===== src/rtl/decoder_seq_pkg.sv =====
// Shared constants for the registered select/strobe decoder:
// command mode encodings and FSM state encodings.
package decoder_pkg;

  // Command modes, sampled from the bus on accept
  localparam logic [1:0] MODE_LATCH = 2'b00;
  localparam logic [1:0] MODE_PULSE = 2'b01;
  localparam logic [1:0] MODE_SCAN  = 2'b10;
  localparam logic [1:0] MODE_THERM = 2'b11;

  // FSM states
  localparam logic [1:0] IDLE  = 2'b00;
  localparam logic [1:0] HOLD  = 2'b01;
  localparam logic [1:0] PULSE = 2'b10;
  localparam logic [1:0] SCAN  = 2'b11;

endpackage


===== src/rtl/decoder_seq_if.sv =====
// Command/select bus for decoder_seq. The master side issues indexed
// commands through a valid/ready handshake and observes the select lines.
interface decoder_seq_if #(
  parameter int IN_W    = 2,
  parameter int NUM_OUT = 4
);
  logic [1:0]         mode;
  logic               in_valid;
  logic               in_ready;
  logic [IN_W-1:0]    in_idx;
  logic [NUM_OUT-1:0] out;
  logic               out_valid;
  logic               err;
  logic               busy;

  modport master (
    output mode, in_valid, in_idx,
    input  in_ready, out, out_valid, err, busy
  );

  modport slave (
    input  mode, in_valid, in_idx,
    output in_ready, out, out_valid, err, busy
  );
endinterface


===== src/rtl/decoder_seq_onehot_gen.sv =====
// Combinational index-to-pattern generator: one-hot (bit idx set) or
// thermometer (bits idx..0 set). Shared by command load and scan step.
module onehot_gen #(
  parameter int IN_W    = 2,
  parameter int NUM_OUT = 4
) (
  input  logic [IN_W-1:0]    idx_i,
  input  logic               therm_i,
  output logic [NUM_OUT-1:0] pat_o
);

  // Per-bit compare against the index; NUM_OUT <= 2^IN_W so i fits in IN_W bits
  always_comb begin
    pat_o = '0;
    for (int i = 0; i < NUM_OUT; i++) begin
      if (therm_i) begin
        pat_o[i] = (IN_W'(i) <= idx_i);
      end else begin
        pat_o[i] = (IN_W'(i) == idx_i);
      end
    end
  end

endmodule


===== src/rtl/decoder_seq.sv =====
// Registered select/strobe generator: latched one-hot, timed pulse,
// auto-advancing scan and latched thermometer, with index range check.
module decoder_seq
  import decoder_pkg::*;
#(
  parameter int IN_W      = 2,
  parameter int NUM_OUT   = 4,
  parameter int PULSE_LEN = 3
) (
  input  logic         clk,
  input  logic         reset,
  decoder_seq_if.slave bus
);

  localparam int              CNT_W     = $clog2(PULSE_LEN + 1);
  localparam logic [IN_W-1:0] LAST_POS  = IN_W'(NUM_OUT - 1);
  // One extra bit so NUM_OUT == 2^IN_W is representable
  localparam logic [IN_W:0]   NUM_OUT_W = (IN_W + 1)'(NUM_OUT);

  logic [1:0]         state_q, state_d;
  logic [NUM_OUT-1:0] out_q, out_d;
  logic               out_valid_q, out_valid_d;
  logic               err_q, err_d;
  logic               busy_q, busy_d;
  logic [CNT_W-1:0]   cnt_q, cnt_d;
  logic [IN_W-1:0]    pos_q, pos_d;

  logic               accept_s;
  logic               in_range_s;
  logic [IN_W-1:0]    step_pos_s;
  logic [IN_W-1:0]    gen_idx_s;
  logic               gen_therm_s;
  logic [NUM_OUT-1:0] gen_pat_s;

  assign bus.in_ready  = (state_q != PULSE);
  assign accept_s      = bus.in_valid && bus.in_ready;
  assign in_range_s    = ({1'b0, bus.in_idx} < NUM_OUT_W);
  // Scan wraps at the last real output, not at the top of the index space
  assign step_pos_s    = (pos_q == LAST_POS) ? '0 : pos_q + IN_W'(1);

  assign bus.out       = out_q;
  assign bus.out_valid = out_valid_q;
  assign bus.err       = err_q;
  assign bus.busy      = busy_q;

  // Generator input: the new command on accept, otherwise the next scan slot
  always_comb begin
    gen_idx_s   = step_pos_s;
    gen_therm_s = 1'b0;
    if (accept_s) begin
      gen_idx_s   = bus.in_idx;
      gen_therm_s = (bus.mode == MODE_THERM);
    end else begin
      gen_idx_s   = step_pos_s;
      gen_therm_s = 1'b0;
    end
  end

  onehot_gen #(
    .IN_W    (IN_W),
    .NUM_OUT (NUM_OUT)
  ) u_gen (
    .idx_i   (gen_idx_s),
    .therm_i (gen_therm_s),
    .pat_o   (gen_pat_s)
  );

  // Next-state logic: command accept has priority, otherwise advance the current state
  always_comb begin
    state_d     = state_q;
    out_d       = out_q;
    out_valid_d = out_valid_q;
    err_d       = 1'b0;
    busy_d      = busy_q;
    cnt_d       = cnt_q;
    pos_d       = pos_q;
    if (accept_s) begin
      if (!in_range_s) begin
        // Out-of-range command is consumed; mode is ignored
        state_d     = IDLE;
        out_d       = '0;
        out_valid_d = 1'b0;
        err_d       = 1'b1;
        busy_d      = 1'b0;
        cnt_d       = '0;
      end else begin
        out_d       = gen_pat_s;
        out_valid_d = 1'b1;
        pos_d       = bus.in_idx;
        busy_d      = 1'b0;
        cnt_d       = '0;
        case (bus.mode)
          MODE_LATCH: state_d = HOLD;
          MODE_THERM: state_d = HOLD;
          MODE_PULSE: begin
            state_d = PULSE;
            busy_d  = 1'b1;
            cnt_d   = CNT_W'(PULSE_LEN);
          end
          MODE_SCAN:  state_d = SCAN;
          default:    state_d = IDLE;
        endcase
      end
    end else begin
      case (state_q)
        IDLE: state_d = IDLE;
        HOLD: state_d = HOLD;
        PULSE: begin
          if (cnt_q <= CNT_W'(1)) begin
            state_d     = IDLE;
            out_d       = '0;
            out_valid_d = 1'b0;
            busy_d      = 1'b0;
            cnt_d       = '0;
          end else begin
            cnt_d = cnt_q - CNT_W'(1);
          end
        end
        SCAN: begin
          pos_d = step_pos_s;
          out_d = gen_pat_s;
        end
        default: begin
          state_d     = IDLE;
          out_d       = '0;
          out_valid_d = 1'b0;
          busy_d      = 1'b0;
          cnt_d       = '0;
        end
      endcase
    end
  end

  // State and output registers with asynchronous clear
  always_ff @(posedge clk or posedge reset) begin
    if (reset) begin
      state_q     <= IDLE;
      out_q       <= '0;
      out_valid_q <= 1'b0;
      err_q       <= 1'b0;
      busy_q      <= 1'b0;
      cnt_q       <= '0;
      pos_q       <= '0;
    end else begin
      state_q     <= state_d;
      out_q       <= out_d;
      out_valid_q <= out_valid_d;
      err_q       <= err_d;
      busy_q      <= busy_d;
      cnt_q       <= cnt_d;
      pos_q       <= pos_d;
    end
  end

endmodule

===== src/flat_wrapper.sv =====
// flat-port wrapper written by rule: the top's interface ports become plain ports
module decoder_seq_flat import decoder_pkg::*;
#(
  parameter int IN_W      = 2,
  parameter int NUM_OUT   = 4,
  parameter int PULSE_LEN = 3
)
  (clk, reset, bus_mode, bus_in_valid, bus_in_idx, bus_in_ready, bus_out, bus_out_valid, bus_err, bus_busy);
  decoder_seq_if #(.IN_W(IN_W), .NUM_OUT(NUM_OUT)) bus_i ();
  input  logic clk;
  input  logic reset;
  input wire logic [$bits(bus_i.mode)-1:0] bus_mode;
  input wire logic [$bits(bus_i.in_valid)-1:0] bus_in_valid;
  input wire logic [$bits(bus_i.in_idx)-1:0] bus_in_idx;
  output wire logic [$bits(bus_i.in_ready)-1:0] bus_in_ready;
  output wire logic [$bits(bus_i.out)-1:0] bus_out;
  output wire logic [$bits(bus_i.out_valid)-1:0] bus_out_valid;
  output wire logic [$bits(bus_i.err)-1:0] bus_err;
  output wire logic [$bits(bus_i.busy)-1:0] bus_busy;
  assign bus_i.mode = bus_mode;
  assign bus_i.in_valid = bus_in_valid;
  assign bus_i.in_idx = bus_in_idx;
  assign bus_in_ready = bus_i.in_ready;
  assign bus_out = bus_i.out;
  assign bus_out_valid = bus_i.out_valid;
  assign bus_err = bus_i.err;
  assign bus_busy = bus_i.busy;
  decoder_seq #(.IN_W(IN_W), .NUM_OUT(NUM_OUT), .PULSE_LEN(PULSE_LEN)) u_core (.clk(clk), .reset(reset), .bus(bus_i));
endmodule

===== config.mk =====
export PLATFORM = sky130hd
export DESIGN_NAME = decoder_seq_flat
export DESIGN_NICKNAME = d
export VERILOG_FILES = /design/src/rtl/decoder_seq_pkg.sv /design/src/rtl/decoder_seq_if.sv /design/src/rtl/decoder_seq_onehot_gen.sv /design/src/rtl/decoder_seq.sv /design/src/flat_wrapper.sv
export SDC_FILE = /design/constraint.sdc
export NUM_CORES = 1
export LEC_CHECK = 0
export ABC_AREA = 1
export CORE_ASPECT_RATIO = 0.8
export CORE_MARGIN = 2
export CORE_UTILIZATION = 30
export CTS_CLUSTER_DIAMETER = 200
export DETAILED_ROUTE_END_ITERATION = 16
export PLACE_DENSITY = 0.51
export SLEW_MARGIN = 25
export SYNTH_ARGS = -nofsm -noshare
export SYNTH_HDL_FRONTEND = slang
export SYNTH_SLANG_ARGS = --single-unit

===== constraint.sdc =====
create_clock -name clk -period 2 [get_ports clk]
set_input_delay 0.6 -clock clk [delete_from_list [all_inputs] [get_ports clk]]
set_output_delay 0.6 -clock clk [all_outputs]
set_load 0.01 [all_outputs]

==> summary.txt <==
Synth
  – Number of enable-type register cells in the synthesized netlist: 0
  – Distinct cells, synth: 19
  – Cell types with the highest counts after synthesis: sky130_fd_sc_hd__nand2_1, sky130_fd_sc_hd__dfrtp_1, sky130_fd_sc_hd__nand3_1
  – Count of state elements after synthesis: 12
  – Dominant cell type by area after synthesis: sky130_fd_sc_hd__dfrtp_1
  – Post-Syn Area: 652 sq um
  – Average footprint of a synthesized cell: 8.93 sq um
  – Most frequent cell after synthesis: sky130_fd_sc_hd__nand2_1
  – Synth Flop Type: sky130_fd_sc_hd__dfrtp_1
  – Synth area leaders: sky130_fd_sc_hd__dfrtp_1, sky130_fd_sc_hd__nand2_1, sky130_fd_sc_hd__ha_1, sky130_fd_sc_hd__nand3_1, sky130_fd_sc_hd__nand2_4
  – Share of Yosys cell area claimed by the top area cell type: 46.1%
  – Synthesis warning total: 0
  – Sequential fraction of the synthesis area: 46.1%
  – Post-synthesis cell count: 73
  – Ys async rst share: 100%
  – Synthesized net count: 84

Final layout
  – Growth of design area from synthesis to finish: 30.3%
  – Post-layout net count: 102
  – Inserted Diodes: 0
  – Fraction of layout instances using a drive strength above 1: 18.9%
  – Final instance area: 850 sq um

Setup path
  – Setup slack of the worst register-to-register path: 0.70 ns
  – Cell count along the critical path: 2
  – Dominant delay contributor by cell family on the critical path: buffers and inverters
  – Max stage delay cell, worst path: sky130_fd_sc_hd__clkdlybuf4s50_1
  – Worst setup path endpoint: bus_in_ready
  – Critical Path End Type: output port
  – Ordered cell list for the critical path: nand2_4, clkdlybuf4s50_1
  – Critical path buffer and inverter count: 1
  – Path depth of the worst reg2reg path: 9
  – Start point of the critical path: u_core.state_q[1]
  – Arrival time at the worst endpoint: 1.31 ns
  – Type of origin of the critical path: flip-flop
  – Delay of the slowest critical-path stage: 0.52 ns
  – Worst-path maximum fanout: 4
  – Data required time of the critical path: 1.40 ns
  – Category of the most critical setup path: reg2out
  – Reg-to-reg critical path endpoint: u_core.bus.out[1]
  – Reg2reg start: u_core.state_q[0]

Status
  – Outcome: complete, no violations

GRT
  – Global Route Usage Sum: 10.8%
  – Final global-route overflow total: 0
  – Vias in the first global route: 467
  – Antenna violations before repair: 0
  – First-pass GRT wire length: 2040 um
  – Pin count of the biggest net entering global routing: 13

Clocking
  – Clock transition at path regs: 0.08 ns
  – H-tree levels: 1
  – Clock latency on the worst-skew pair: 0.27 ns
  – Clock tree root driver cell: sky130_fd_sc_hd__clkbuf_4
  – Count of instances resized after the clock tree is built: 0
  – TritonCTS buffer count: 3
  – Clock tree buffer depth: 2
  – Number of clock sinks: 12
  – Clock tree from TritonCTS: done

Floorplanning
  – I/O pins: 15
  – Std-Cell Core Area: 2100 sq um
  – Die Y-Extent: 45.7 um
  – Area of the die: 2560 sq um
  – Die X-Extent: 56.1 um
  – Initial core utilization: 31.0%
  – Number of placement rows: 15

Placed design
  – Buffers on Ports: 13
  – Setup slack at placement: 0.130 ns
  – Detail Placement HPWL: 940 um
  – Post-DP Area: 806 sq um
  – Weighted congestion reported at the end of routability-driven placement: 0.739

STA
  – Post-layout minimum cycle time: 1.91 ns
  – Final Skew: 0.00627 ns
  – Final Hold Vio Count: 0
  – Max Clk Rate: 523 MHz
  – Final worst-path cycle share: 95.6%
  – Setup_tns: 0 ns
  – Unrepaired setup endpoints after global routing: false
  – Final Hold Slack: 0.485 ns
  – Worst setup slack after layout: 0.0886 ns
  – Final-report max-slew violation count: 0
  – Count of final setup violators: 0

Route
  – Routed length per placed instance: 10.7 um
  – Final WL: 1230 um
  – Detailed-route vias per instance: 4.50
  – Antenna-violating nets left: 0
  – DRC viols: 0
  – Number of optimization iterations in the first detailed-route pass: 4
  – Initial detailed-routing violation count: 10
  – Total number of vias: 518

Power
  – Overall power: 0.978 mW
  – Areal power density over the cells: 1150 nW/um^2
  – Static power due to leakage: 0.428 nW
  – Worst vdd ir: 0.510 mV

Worst hold path
  – Tightest Hold Check Type: reg2reg
  – Startpoint of the tightest hold check path: u_core.bus.out[3]

Flow run
  – Maxcap violations: 0
-- registers in the layout (all words and copies together), names as in the netlist --
| register | cells |
|---|---|
| u_core.bus.out | 4 |
| u_core.cnt_q | 2 |
| u_core.pos_q | 2 |
| u_core.state_q | 2 |
| u_core.bus.busy | 1 |
| u_core.bus.out_valid | 1 |
-- what timing repair did --
| action | 4_1_cts | 5_1_grt |
|---|---|---|
| setup buffers | 1 | 0 |
| hold buffers | 0 | 0 |
| setup endpoints to repair | 1 | 0 |
-- how the worst min path moves through the flow --
stage | to | slack [ns] | cells after the start
floorplan | u_core.bus.busy | 0.46 | 1
global placement | u_core.bus.out[0] | 0.48 | 2
detailed placement | u_core.bus.out[1] | 0.47 | 2
CTS | u_core.bus.out[1] | 0.49 | 2
global route | u_core.bus.out[3] | 0.52 | 2
finish | u_core.bus.out[3] | 0.49 | 2
-- stage by stage --
step	utilization, %	instances
after global placement	38.3	110
after global routing	40.4	115
final	40.4	115
after CTS	40.4	115
after floorplan	-	73
after detailed placement	38.3	110
-- area by class of cell --
class,count,area (sq um)
clock buffer,4,36.3
inverter,9,33.8
fill,228,1250
timing repair buffer,14,138
sequential,12,300
multi-input combinational,51,310
tap,25,31.3
-- placed cells by master (no fill, tap or decap) --
cell type | synthesis | final
sky130_fd_sc_hd__nand2_2 | 5 | 5
sky130_fd_sc_hd__nand3b_1 | 1 | 1
sky130_fd_sc_hd__or2_4 | 1 | 1
sky130_fd_sc_hd__dfrtp_1 | 12 | 12
sky130_fd_sc_hd__buf_4 | 1 | 1
sky130_fd_sc_hd__nand3_1 | 10 | 10
sky130_fd_sc_hd__o211ai_1 | 3 | 3
sky130_fd_sc_hd__clkbuf_8 | 0 | 1
sky130_fd_sc_hd__inv_1 | 8 | 8
sky130_fd_sc_hd__inv_2 | 1 | 1
sky130_fd_sc_hd__o21ai_1 | 3 | 3
sky130_fd_sc_hd__clkbuf_4 | 0 | 3
sky130_fd_sc_hd__nor2_1 | 1 | 1
sky130_fd_sc_hd__nand2_4 | 3 | 3
sky130_fd_sc_hd__conb_1 | 1 | 1
sky130_fd_sc_hd__ha_1 | 4 | 4
sky130_fd_sc_hd__o21ai_0 | 2 | 2
sky130_fd_sc_hd__clkdlybuf4s50_1 | 0 | 13
sky130_fd_sc_hd__or2_2 | 1 | 1
sky130_fd_sc_hd__nor2_2 | 1 | 1
sky130_fd_sc_hd__o221ai_1 | 1 | 1
sky130_fd_sc_hd__nand2_1 | 14 | 14
-- metal layers --
metal  GRT usage (%)  vias to the layer above  wire [um]
li1                -                      269          -
met1            15.8                      232        676
met2            14.6                       15        473
met3            1.70                        2         59
met4            7.14                        0         14
met5               0                        -          0
-- tightest hold or removal path, stage by stage, from the launching register on --
cell	delay (ns)
sky130_fd_sc_hd__dfrtp_1	0.35
sky130_fd_sc_hd__nand2_1	0.05
sky130_fd_sc_hd__nand2_1	0.05
-- logic make-up (layout without fill, tap and decap cells) --
kind of cell / Yosys count / after routing / share of synthesized area, %
other: 1 / 1 / 0.575
and+or+nand+nor: 37 / 37 / 30.7
AOI/OAI and AO/OA: 9 / 9 / 8.64
adders and majority gates: 4 / 4 / 7.68
buffers and inverters: 10 / 27 / 6.33
DFF: 12 / 12 / 46.1
-- power breakdown --
| part | switching [mW] | internal [mW] |
|---|---|---|
| clock | 0.0806 | 0.110 |
| combinational | 0.211 | 0.198 |
| sequential | 0.0545 | 0.324 |
No activity file was read; power rests on OpenSTA's default activity.
==> edit: new RTL, same settings <==
Make the reset (`reset`) synchronous in one clocked block. Comments in the files are not updated.
--- a/src/rtl/decoder_seq.sv
+++ b/src/rtl/decoder_seq.sv
@@ -132,7 +132,7 @@
   end
 
   // State and output registers with asynchronous clear
-  always_ff @(posedge clk or posedge reset) begin
+  always_ff @(posedge clk) begin
     if (reset) begin
       state_q     <= IDLE;
       out_q       <= '0;
Behaviour: differs if reset is asserted again (counterexample within 4 cycles, from zero or initial values and one cycle with reset high); with reset held inactive, the same outputs for 10 cycles.
==> edit against the original RTL <==
- wire length grew 5.6%
- design area down 1.9%
- via count grew 13%
- first-iteration DRC count increased to 3.5 times the old value
- sequential cell count is the same
- synthesized area unchanged
- worst setup slack worse by 20 ps
- highest routed layer unchanged
Power is not compared: it rests on default switching activity, and its combinational part moved more than twofold at a synthesized area within 25%.
==> edit: results (changes against the original RTL) <==
SYNTH_COMPOUND_AREA_SHARE_PCT=12.1  # +3.5 points
GRTUSAGEMET2_PCT=15.1  # +0.47 points
LARGEST_NET_DEGREE_AT_THE_START_OF_GLOBAL_ROUTING=9  # -4
MET1_WIRELENGTH_UM=692  # +2.4%
MET3_ROUTING_RESOURCE_USAGE_AFTER_GLOBAL_ROUTING_PCT=2.27  # +0.57 points
DRT_FIRST_ITER_VIOLATIONS=35  # +25
SYNTHDISTINCTLIBCELLS=23  # +4
DETAIL_ROUTE.VIAS_PER_CELL=4.60  # +2.1%
WORST_EP_ARRIVAL_TIME_PS=1330  # +20 ps
YS_TOP_CELLS_BY_COUNT='17 x sky130_fd_sc_hd__nand2_1, 13 x sky130_fd_sc_hd__inv_1, 12 x sky130_fd_sc_hd__dfxtp_1, 9 x sky130_fd_sc_hd__nand3_1, 6 x sky130_fd_sc_hd__a21oi_1'
OUTCOME='finished clean'
SEQ_AREA_FRAC_SYNTH_PCT=36.9  # -9.2 points
PATH_MAX_FANOUT=8  # +4
GROUTE.LAYER.MET1.USAGE_PCT=15.5  # -0.26 points
GRTUSAGETOTAL_PCT=10.8  # +0.017 points
TOTALPOWERFINAL_mW=0.558
DETAIL_ROUTE.WL_PER_CELL_UM=10.2  # -4.3%
FINALNONFILLERCELLS=127  # +10%
FIRST_GLOBAL_VIAS=494  # +5.8%
PLACEMENT.IO_BUFFERS=13  # unchanged
WIRE_LENGTH_OF_THE_FIRST_GLOBAL_ROUTING_PASS_UM=2100  # +2.7%
PLACE_WS_PS=54.4  # -75.3 ps
SYNTH_TOP_CELLS_BY_AREA='sky130_fd_sc_hd__dfxtp_1 37%, sky130_fd_sc_hd__nand2_1 9.8%, sky130_fd_sc_hd__ha_1 7.7%'
POST_CTS.RESIZED_INSTANCES=1  # +1
POSTSYNTH.ASYNCRESETSHARE_PCT=0  # -100 points
TOP_SIGNAL_LAYER_USED='met4'
WL_MET2_UM=506  # +7.0%
DRIVE_GT1_SHARE_PCT=17.6  # -1.2 points
CRITICAL_PATH_S_LARGEST_STAGE_DELAY_PS=540  # +20 ps
PLACE.DETAILED.HPWL_UM=1000  # +6.8%
PLACE.GP.CONGESTION=0.863  # +17%
POST_SYNTH_INST_COUNT=87  # +19%
POSTSYNTHNETCOUNT=98  # +17%
MET3ROUTEDLENGTH_UM=81  # +37%
SKEW_PS=1.19  # -5.08 ps
POST-CTS-SETUP-BUFFERS=0  # -1
[edit: worst max-delay path, delay by kind of cell, from the launching register on]
| family | cells | cell delay [ps] |
|---|---|---|
| flops | 1 | 370 |
| buf+inv | 2 | 600 |
| simple gates | 1 | 90 |
[edit: final cells by class]
cell class	instances	area [um^2]
Fill cell	234	1270
Multi-Input combinational cell	58	344
Sequential cell	12	241
Timing Repair Buffer	14	138
Inverter	15	56.3
Tap cell	25	31.3
Clock buffer	3	22.5
[edit: final timing paths]
| kind | startpoint | cells after the start | endpoint | slack [ps] |
|---|---|---|---|---|
| worst max-delay path | u_core.state_q[0] | 3 | bus_in_ready | 70 |
| worst min-delay path | u_core.bus.out[0] | 2 | u_core.bus.out[0] | 470 |
| worst max register to register | u_core.pos_q[0] | 6 | u_core.bus.out[3] | 730 |
| worst min register to register | u_core.bus.out[0] | 2 | u_core.bus.out[0] | 470 |
